File: src/rtl/game_pkg.sv
// Shared types, widths and helpers for the reaction-game light logic.
package game_pkg;

   localparam int NUM_LEDS_DEF = 7;
   localparam int DIFF_W       = 7;
   localparam int LVL_W        = 3;
   localparam int POS_W        = 3;
   localparam int CNT_W        = 32;

   typedef enum logic [1:0] {
      ST_IDLE = 2'd0,
      ST_RUN  = 2'd1,
      ST_HOLD = 2'd2
   } state_e;

   // Level is one past the highest set switch, so higher switches always win.
   function automatic logic [LVL_W-1:0] level_of(input logic [DIFF_W-1:0] d);
      logic [LVL_W-1:0] l;
      l = '0;
      for (int i = 0; i < DIFF_W; i++) begin
         if (d[i]) l = LVL_W'(i + 1);
      end
      return l;
   endfunction

   function automatic logic [CNT_W-1:0] period_of(input int unsigned base,
                                                  input logic [LVL_W-1:0] lvl);
      logic [CNT_W-1:0] p;
      p = CNT_W'(base) >> lvl;
      if (p == '0) p = CNT_W'(1);
      return p;
   endfunction

endpackage

File: src/rtl/tick_divider.sv
// Free-running cycle divider: pulses tick on the last cycle of each period.
module tick_divider
   import game_pkg::*;
#(
   parameter int W = CNT_W
) (
   input  logic         clk,
   input  logic         reset,
   input  logic         clear,
   input  logic         run,
   input  logic [W-1:0] period,
   output logic         tick
);

   logic [W-1:0] count_q;
   logic [W-1:0] count_d;

   // >= rather than == keeps the counter bounded if period ever shrinks mid-count.
   assign tick = run && !clear && (count_q >= period - W'(1));

   always_comb begin
      count_d = count_q;
      if (clear) begin
         count_d = '0;
      end else if (run) begin
         count_d = tick ? '0 : count_q + W'(1);
      end
   end

   always_ff @(posedge clk) begin
      if (reset) begin
         count_q <= '0;
      end else begin
         count_q <= count_d;
      end
   end

endmodule

File: src/rtl/light_sequencer.sv
// Ping-pong single-LED sweep for the reaction game, with difficulty-scaled
// speed and a timed freeze after a hit.
module light_sequencer
   import game_pkg::*;
#(
   parameter int NUM_LEDS    = NUM_LEDS_DEF,
   parameter int BASE_DIV    = 2500000,
   parameter int HOLD_CYCLES = 25000000
) (
   input  logic                clk,
   input  logic                reset,
   input  logic                enable,
   input  logic [DIFF_W-1:0]   diff,
   input  logic                freeze,
   output logic [NUM_LEDS-1:0] led,
   output logic [POS_W-1:0]    pos,
   output logic                at_target,
   output logic                step,
   output logic                holding
);

   localparam logic [POS_W-1:0] POS_TURN = POS_W'(NUM_LEDS - 2);

   state_e                state_q, state_d;
   logic [POS_W-1:0]      pos_q, pos_d;
   logic                  dir_up_q, dir_up_d;
   logic [LVL_W-1:0]      level_q, level_d;
   logic [NUM_LEDS-1:0]   led_q, led_d;
   logic                  at_target_q, at_target_d;
   logic                  holding_q, holding_d;
   logic                  step_q, step_d;

   logic [CNT_W-1:0]      step_period;
   logic                  step_tick;
   logic                  hold_tick;

   assign step_period = period_of(BASE_DIV, level_q);

   // Leaving RUN clears the step divider, so every resume waits a full period.
   tick_divider #(.W(CNT_W)) u_step_div (
      .clk    (clk),
      .reset  (reset),
      .clear  (state_q != ST_RUN),
      .run    (state_q == ST_RUN),
      .period (step_period),
      .tick   (step_tick)
   );

   tick_divider #(.W(CNT_W)) u_hold_div (
      .clk    (clk),
      .reset  (reset),
      .clear  ((state_q != ST_HOLD) || !enable),
      .run    (state_q == ST_HOLD),
      .period (CNT_W'(HOLD_CYCLES)),
      .tick   (hold_tick)
   );

   always_comb begin
      state_d  = state_q;
      pos_d    = pos_q;
      dir_up_d = dir_up_q;
      level_d  = level_q;
      step_d   = 1'b0;

      unique case (state_q)
         ST_IDLE: begin
            if (enable) begin
               state_d  = ST_RUN;
               pos_d    = '0;
               dir_up_d = 1'b1;
               level_d  = level_of(diff);
            end
         end
         ST_RUN: begin
            if (!enable) begin
               state_d = ST_IDLE;
            end else begin
               if (step_tick) begin
                  step_d = 1'b1;
                  if (dir_up_q) begin
                     pos_d = pos_q + POS_W'(1);
                     if (pos_q == POS_TURN) dir_up_d = 1'b0;
                  end else begin
                     pos_d = pos_q - POS_W'(1);
                     // Speed changes only when the sweep lands on the target.
                     if (pos_q == POS_W'(1)) begin
                        dir_up_d = 1'b1;
                        level_d  = level_of(diff);
                     end
                  end
               end
               if (freeze) state_d = ST_HOLD;
            end
         end
         ST_HOLD: begin
            if (!enable) begin
               state_d = ST_IDLE;
            end else if (hold_tick) begin
               state_d = ST_RUN;
            end
         end
         default: state_d = ST_IDLE;
      endcase

      if (state_d == ST_IDLE) begin
         pos_d    = '0;
         dir_up_d = 1'b1;
         step_d   = 1'b0;
      end

      led_d = '0;
      for (int i = 0; i < NUM_LEDS; i++) begin
         led_d[i] = (state_d != ST_IDLE) && (pos_d == POS_W'(i));
      end
      at_target_d = (state_d != ST_IDLE) && (pos_d == '0);
      holding_d   = (state_d == ST_HOLD);
   end

   always_ff @(posedge clk) begin
      if (reset) begin
         state_q     <= ST_IDLE;
         pos_q       <= '0;
         dir_up_q    <= 1'b1;
         level_q     <= '0;
         led_q       <= '0;
         at_target_q <= 1'b0;
         holding_q   <= 1'b0;
         step_q      <= 1'b0;
      end else begin
         state_q     <= state_d;
         pos_q       <= pos_d;
         dir_up_q    <= dir_up_d;
         level_q     <= level_d;
         led_q       <= led_d;
         at_target_q <= at_target_d;
         holding_q   <= holding_d;
         step_q      <= step_d;
      end
   end

   assign led       = led_q;
   assign pos       = pos_q;
   assign at_target = at_target_q;
   assign holding   = holding_q;
   assign step      = step_q;

endmodule

File: config.mk
export PLATFORM = sky130hd
export DESIGN_NAME = light_sequencer
export DESIGN_NICKNAME = d
export VERILOG_FILES = /design/src/rtl/game_pkg.sv /design/src/rtl/tick_divider.sv /design/src/rtl/light_sequencer.sv
export SDC_FILE = /design/constraint.sdc
export NUM_CORES = 1
export LEC_CHECK = 0
export ABC_AREA = 1
export CORE_MARGIN = 3
export CORE_UTILIZATION = 50
export CTS_CLUSTER_DIAMETER = 150
export DETAILED_ROUTE_END_ITERATION = 10
export PLACE_DENSITY = 0.75
export SYNTH_ARGS = -nofsm -noshare
export SYNTH_HDL_FRONTEND = slang
export SYNTH_SLANG_ARGS = --single-unit
File: constraint.sdc
create_clock -name clk -period 4.2 [get_ports clk]
set_input_delay 0.63 -clock clk [delete_from_list [all_inputs] [get_ports clk]]
set_output_delay 0.63 -clock clk [all_outputs]
set_load 0.1 [all_outputs]
After elaboration in Yosys (flattened, before gate mapping)
Cells that the tools add are included.
Widths: inputs -> output; s select.
{"block": "word_totals", "ff_bits": 83, "out_inout_bits": 13, "word_cells": 101}
{"block": "op_classes", "addsub": 5, "magnitude_cmp": 2, "eq_ne": 18, "shift": 1, "n_mux": 36, "bitwise": 2, "n_reduce_logical": 27}
{"op": "$mux 32", "count": 3}
{"op": "$add 32x1->32 const B", "count": 2}
{"op": "$mux 3", "count": 16}
{"op": "$ge 32x25->1 const B", "count": 1}
{"op": "$ge 32x32->1", "count": 1}
{"op": "$logic_not 32->1", "count": 1}
{"op": "$shr 22x3->32 const A", "count": 1}
{"op": "$sub 32x1->32 const B", "count": 1}
{"op": "$eq 3x3->1 const B", "count": 4}
{"op": "$ne 2x2->1 const B", "count": 6}
{"op": "$pmux 3 s2", "count": 2}
{"op": "$logic_and 1x1->1", "count": 11}
{"op": "$mux 2", "count": 5}
{"op": "$mux 1", "count": 8}
{"op": "$eq 3x1->1 const B", "count": 2}
{"op": "$eq 3x2->1 const B", "count": 2}
{"op": "$pmux 2 s3", "count": 1}
{"op": "$reduce_and 6->1", "count": 1}
{"op": "$reduce_or 2->1", "count": 3}
{"op": "$eq 2x2->1 const B", "count": 2}
{"op": "$logic_not 2->1", "count": 2}
{"op": "$reduce_and 4->1", "count": 1}
{"op": "$reduce_bool 2->1", "count": 2}
{"op": "$reduce_or 4->1", "count": 1}
{"op": "other kinds (9)", "count": 12}

Longest topological paths before layout
{"block": "depth", "word_depth": 12, "ltp_mapped": 27}

Hierarchy
Synthesis repeated with hierarchy kept, for this count alone.
{"block": "hier_totals", "hier_cells": 1134, "area_unflattened_um2": 7304.5}
{"mod": "tick_divider at u_step_div", "instances": 1, "cells_each": 473, "area_each_um2": 3088.0, "seq_area_each_um2": 640.6}
{"mod": "tick_divider at u_hold_div", "instances": 1, "cells_each": 481, "area_each_um2": 3079.2, "seq_area_each_um2": 640.6}
{"mod": "light_sequencer", "instances": 1, "cells_each": 180, "area_each_um2": 1137.3, "seq_area_each_um2": 360.3}

Least setup slack after synthesis
OpenSTA, ideal clock, no wires.
{"block": "synth_timing", "kind": "reg-to-reg", "start": "reg level_q[0]", "end": "reg led_q[5] (netlist: led[5])", "setup_ps": 66, "arrival_time_ps": 3241, "required_ps": 4134, "path_slack_ps": 893, "stages_incl_launch_ff": 25, "period_less_slack_ps": 3307, "path_cell_list": "dfxtp_1 > inv_1 > ha_1 > nand2_1 > inv_1 > a21oi_1 > inv_1 > nor2_1 > nand3_1 > a21oi_1 > nand2_1 > xnor2_1 > ha_1 > a21oi_1 > o21ai_0 > nand2_1 > nand3_1 > nand2_1 > nand2_1 > nand2_1 > nand2_1 > nand3_1 > nand2_1 > or2_1 > nor2_1"}
{"block": "synth_via", "elab_chain_len": 12}
{"element": "from (decl)", "line_no": "light_sequencer.sv:27", "text": "logic [LVL_W-1:0] level_q, level_d;"}
{"element": "from (signal assigned)", "line_no": "light_sequencer.sv:133", "text": "level_q <= level_d;"}
{"element": "$shr 22x3->32 (*)", "line_no": "game_pkg.sv:29", "text": "p = CNT_W'(base) >> lvl;"}
{"element": "$logic_not 32->1", "line_no": "game_pkg.sv:30", "text": "if (p == '0) p = CNT_W'(1);"}
{"element": "$mux 32 (*)", "line_no": "game_pkg.sv:30"}
{"element": "$sub 32x1->32 (*)", "line_no": "tick_divider.sv:19", "text": "assign tick = run && !clear && (count_q >= period - W'(1));"}
{"element": "$ge 32x32->1 (*)", "line_no": "tick_divider.sv:19"}
{"element": "$logic_and 1x1->1 (*)", "line_no": "tick_divider.sv:19"}
{"element": "$mux 3 (*)", "line_no": "light_sequencer.sv:78", "text": "if (step_tick) begin"}
{"element": "$mux 3 (*)", "line_no": "light_sequencer.sv:75", "text": "if (!enable) begin"}
{"element": "$pmux 3 s2 (*)", "line_no": "light_sequencer.sv:65", "text": "unique case (state_q)"}
{"element": "$mux 3 (*)", "line_no": "light_sequencer.sv:105", "text": "if (state_d == ST_IDLE) begin"}
{"element": "$eq 3x3->1 (*)", "line_no": "light_sequencer.sv:113", "text": "led_d[i] = (state_d != ST_IDLE) && (pos_d == POS_W'(i));"}
{"element": "$logic_and 1x1->1 (*)", "line_no": "light_sequencer.sv:113"}
{"element": "to (signal assigned)", "line_no": "light_sequencer.sv:134", "text": "led_q <= led_d;"}
{"element": "to (decl)", "line_no": "light_sequencer.sv:28", "text": "logic [NUM_LEDS-1:0] led_q, led_d;"}
Every way passes the cells marked *; elsewhere a longest branch is shown, timed or not.
A chain may end at the register's enable or synchronous reset.

Worst setup path after layout
{"block": "layout_timing", "start": "reg level_q[1]", "end": "reg led_q[5] (netlist: led[5])"}
The elaborated chain is that of the path after synthesis.

==> impl_metrics.tcl <==
set metrics [dict create \
    status "finished, final reports clean" \
    antenna_cells 0 \
    via_count 3733 \
    postCtsHoldBufs 0 \
    die_area_mm2 0.00977 \
    async_flop_share_pct 0 \
    critPathMaxFanout 7 \
    die_h_um 98.8 \
    cts_tree "built" \
    clkTransAtPathRegs_ns 0.09 \
    finalWirelength_mm 8.77 \
    crit_arrival_ns 4.08 \
    power_switching_mw 0.452 \
    overflow 0 \
    period_share_pct 90.0 \
    layout-area-overhead-vs-synth_pct 14.3 \
    critPathKind "flop to flop" \
    cellPowerDensity_mw_per_mm2 328 \
    clockBufferDepth 2 \
    worst_setup_path_start_kind "flop" \
    num_rows 33 \
    drive_gt1_share_pct 7.23 \
    tightest_slew_ns 0.981 \
    slew_violations 0 \
    p_leak_nw 2.12 \
    setup_viol 0 \
    io_pins 24 \
    fin_worst_skew_ns 0.0144 \
    drt-initial-drc-count 132 \
    grt_max_degree 21 \
    max_freq_mhz 265 \
    track_usage_pct 18.5 \
    numCtsBuffers 9 \
    synthFlopType "dfxtp_1" \
    clk_latency_ns 0.36 \
    drc_errors 0 \
    end_kind "flop" \
    pwr-share-seq_pct 49.7 \
    hp-class "flop to flop" \
    synth_cell_type_count 43 \
    start_util_pct 51.9 \
    clock-root-buffer "clkbuf_8" \
    grt_pass1_wl_mm 14.9 \
    worst_ep_required_time_ns 4.51 \
    nNetsFinal 677 \
    synth.avg_cell_area_um2 7.33 \
    yosysWarnings 0 \
    synth_edf_count 0 \
    drv_cap 0 \
    maxSlewHeadroom_pct 34.4 \
    dp_hpwl_mm 6.70 \
    ant_nets 0 \
    drtPass1Iterations 5 \
    core_area_mm2 0.00830 \
    p_clk_share_pct 37.6 \
    place_congestion 0.960 \
    netlist_area_mm2 0.00431 \
    htreeDepth 3 \
    post_cts.repair.setup_buffers 0 \
    p_comb_share_pct 12.7 \
    ys_seq_area_share_pct 38.1 \
    finalHoldViolCount 0 \
    rsz0062_at_grt "false" \
    finish.utilization_pct 59.3 \
    timing.setup.tns_ns 0 \
    vias_per_cell 5.04 \
    final.fill_count 748 \
    die_w_um 98.8 \
    period_minus_slack_ns 3.78 \
    internal-power_mw 1.16 \
    synth_seq_cells 82 \
    antenna_found_initial 0 \
    cts_sinks 82 \
    peakVddDrop_uv 193 \
    wl_per_cell_um 11.8 \
    numPortBuffers 23 \
    switching_share_pct 28.0 \
    grt_pass1_vias 3446 \
    synthCells 588 \
]
[synth_stat cells (all sizes together) (2+ instances only)]
master	instances	area share (%)
a211oi	5	0.87
a21o	2	0.35
a21oi	34	3.9
and2	2	0.29
clkbuf	6	0.52
dfxtp	82	38
ha	35	10
inv	79	6.9
nand2	127	11
nand3	35	4.3
nand4	8	1.2
nor2	89	8.6
nor3	15	2.1
nor3b	8	1.7
nor4	2	0.29
o21ai	21	2.4
o22ai	2	0.29
or2	6	0.87
xnor2	8	1.6
xor2	11	2.2
[worst max-delay path, stage by stage, from the launching register on]
cell	delay, ns
dfxtp_1	0.44
inv_1	0.15
ha_1	0.31
nand2_1	0.12
inv_1	0.08
a21oi_2	0.16
inv_1	0.06
nor2_1	0.12
nand3_1	0.17
a21oi_2	0.21
nand2_1	0.09
xnor2_1	0.13
ha_1	0.33
a21oi_1	0.16
o21ai_0	0.09
nand2_1	0.07
nand3_1	0.07
nand2_1	0.06
nand2_1	0.16
nand2_1	0.16
nand2_1	0.06
nand3_1	0.07
nand2_1	0.10
or2_1	0.24
nor2_1	0.10
[cell families (layout without fill, tap and decap cells)]
kind of cell	after synthesis	after routing	synth area share (%)
adders and majority gates	35	35	10.2
AOI/OAI and AO/OA	71	71	9.24
buffers and inverters	86	119	7.58
and+or+nand+nor	294	294	31.0
DFF	82	82	38.1
other	1	16	0.0870
xor gates and xnor gates	19	19	3.86
[layer usage]
metal / wire length [um] / share of wire (%) / global-route usage, %
met1: 4020 / 46 / 23.4
met2: 4190 / 48 / 30.5
met3: 365 / 4.2 / 3.04
met4: 186 / 2.1 / 9.45
met5: 0 / 0 / 0
[power by group through the flow]
stage	combinational, mW	sequential (mW)	clock [mW]
after floorplan	0.138	0.830	0
after global placement	0.192	0.820	0
after detailed placement	0.198	0.821	0
after CTS	0.200	0.803	0.620
after global routing	0.228	0.805	0.647
final	0.205	0.803	0.606
[registers in the layout, indices dropped and copies added (netlist names)]
name and flops:
dir_up_q 1, holding 1, led 7, level_q 3
pos 3, state_q 2, step 1, u_hold_div.count_q 32
u_step_div.count_q 32
[final timing paths]
| check | startpoint | endpoint | slack, ns | cells past startpoint |
|---|---|---|---|---|
| setup / recovery | level_q[1]$_SDFFE_PP0P_ | led[5]$_SDFF_PP0_ | 0.42 | 24 |
| hold / removal | u_hold_div.count_q[24]$_SDFFE_PP0N_ | u_hold_div.count_q[24]$_SDFFE_PP0N_ | 0.46 | 2 |
| setup reg to reg | level_q[1]$_SDFFE_PP0P_ | led[5]$_SDFF_PP0_ | 0.42 | 24 |
| hold reg to reg | u_hold_div.count_q[24]$_SDFFE_PP0N_ | u_hold_div.count_q[24]$_SDFFE_PP0N_ | 0.46 | 2 |
[area by class of cell]
cell class              instances  area (um^2)  share of cell area, %
inverters                      79          297                   6.02
clock inverters                 6         72.6                   1.47
well taps                     105          131                   2.67
clock buffers                  10          138                   2.79
multi-input cells             435         2410                   48.9
flip-flops and latches         82         1640                   33.4
repair buffers                 24          238                   4.83
[placed cells by master (no fill, tap or decap), types with 2 or more instances in the layout]
cell,netlist,layout
nand2_1,124,123
dfxtp_1,82,81
nor2_1,80,80
inv_1,75,75
ha_1,35,35
nand3_1,33,33
a21oi_1,34,32
clkdlybuf4s50_1,0,23
o21ai_0,17,17
conb_1,1,16
nor3_1,13,13
xor2_1,11,11
clkbuf_8,0,10
nand4_1,8,8
xnor2_1,8,8
nor3b_1,7,7
nor2_2,6,6
a211oi_1,5,5
inv_2,4,4
or2_2,4,4
o21ai_1,4,4
nand2_2,2,3
nor2_4,3,3
clkinvlp_4,0,3
o22ai_1,2,2
a21oi_2,0,2
and2_1,2,2
a21o_1,2,2
nor4_1,2,2
nand3_2,2,2
[per-stage QoR]
step	setup slack, ns	std cells	power [mW]	area, um^2	hold WS [ns]
floorplan	0.893	603	0.968	4360	0.426
global route	0.0305	741	1.68	4920	0.494
global placement	0.560	725	1.01	4700	0.443
CTS	0.284	741	1.62	4910	0.463
finish	0.421	741	1.61	4920	0.462
detailed placement	0.329	725	1.02	4700	0.443
[repair_timing]
| action | in CTS | in global routing |
|---|---|---|
| endpoints found under the setup margin | 0 | 21 |
| resized for setup | 0 | 4 |
| hold endpoints to repair | 0 | 0 |
Note: power is estimated with default switching activity, not from simulation.
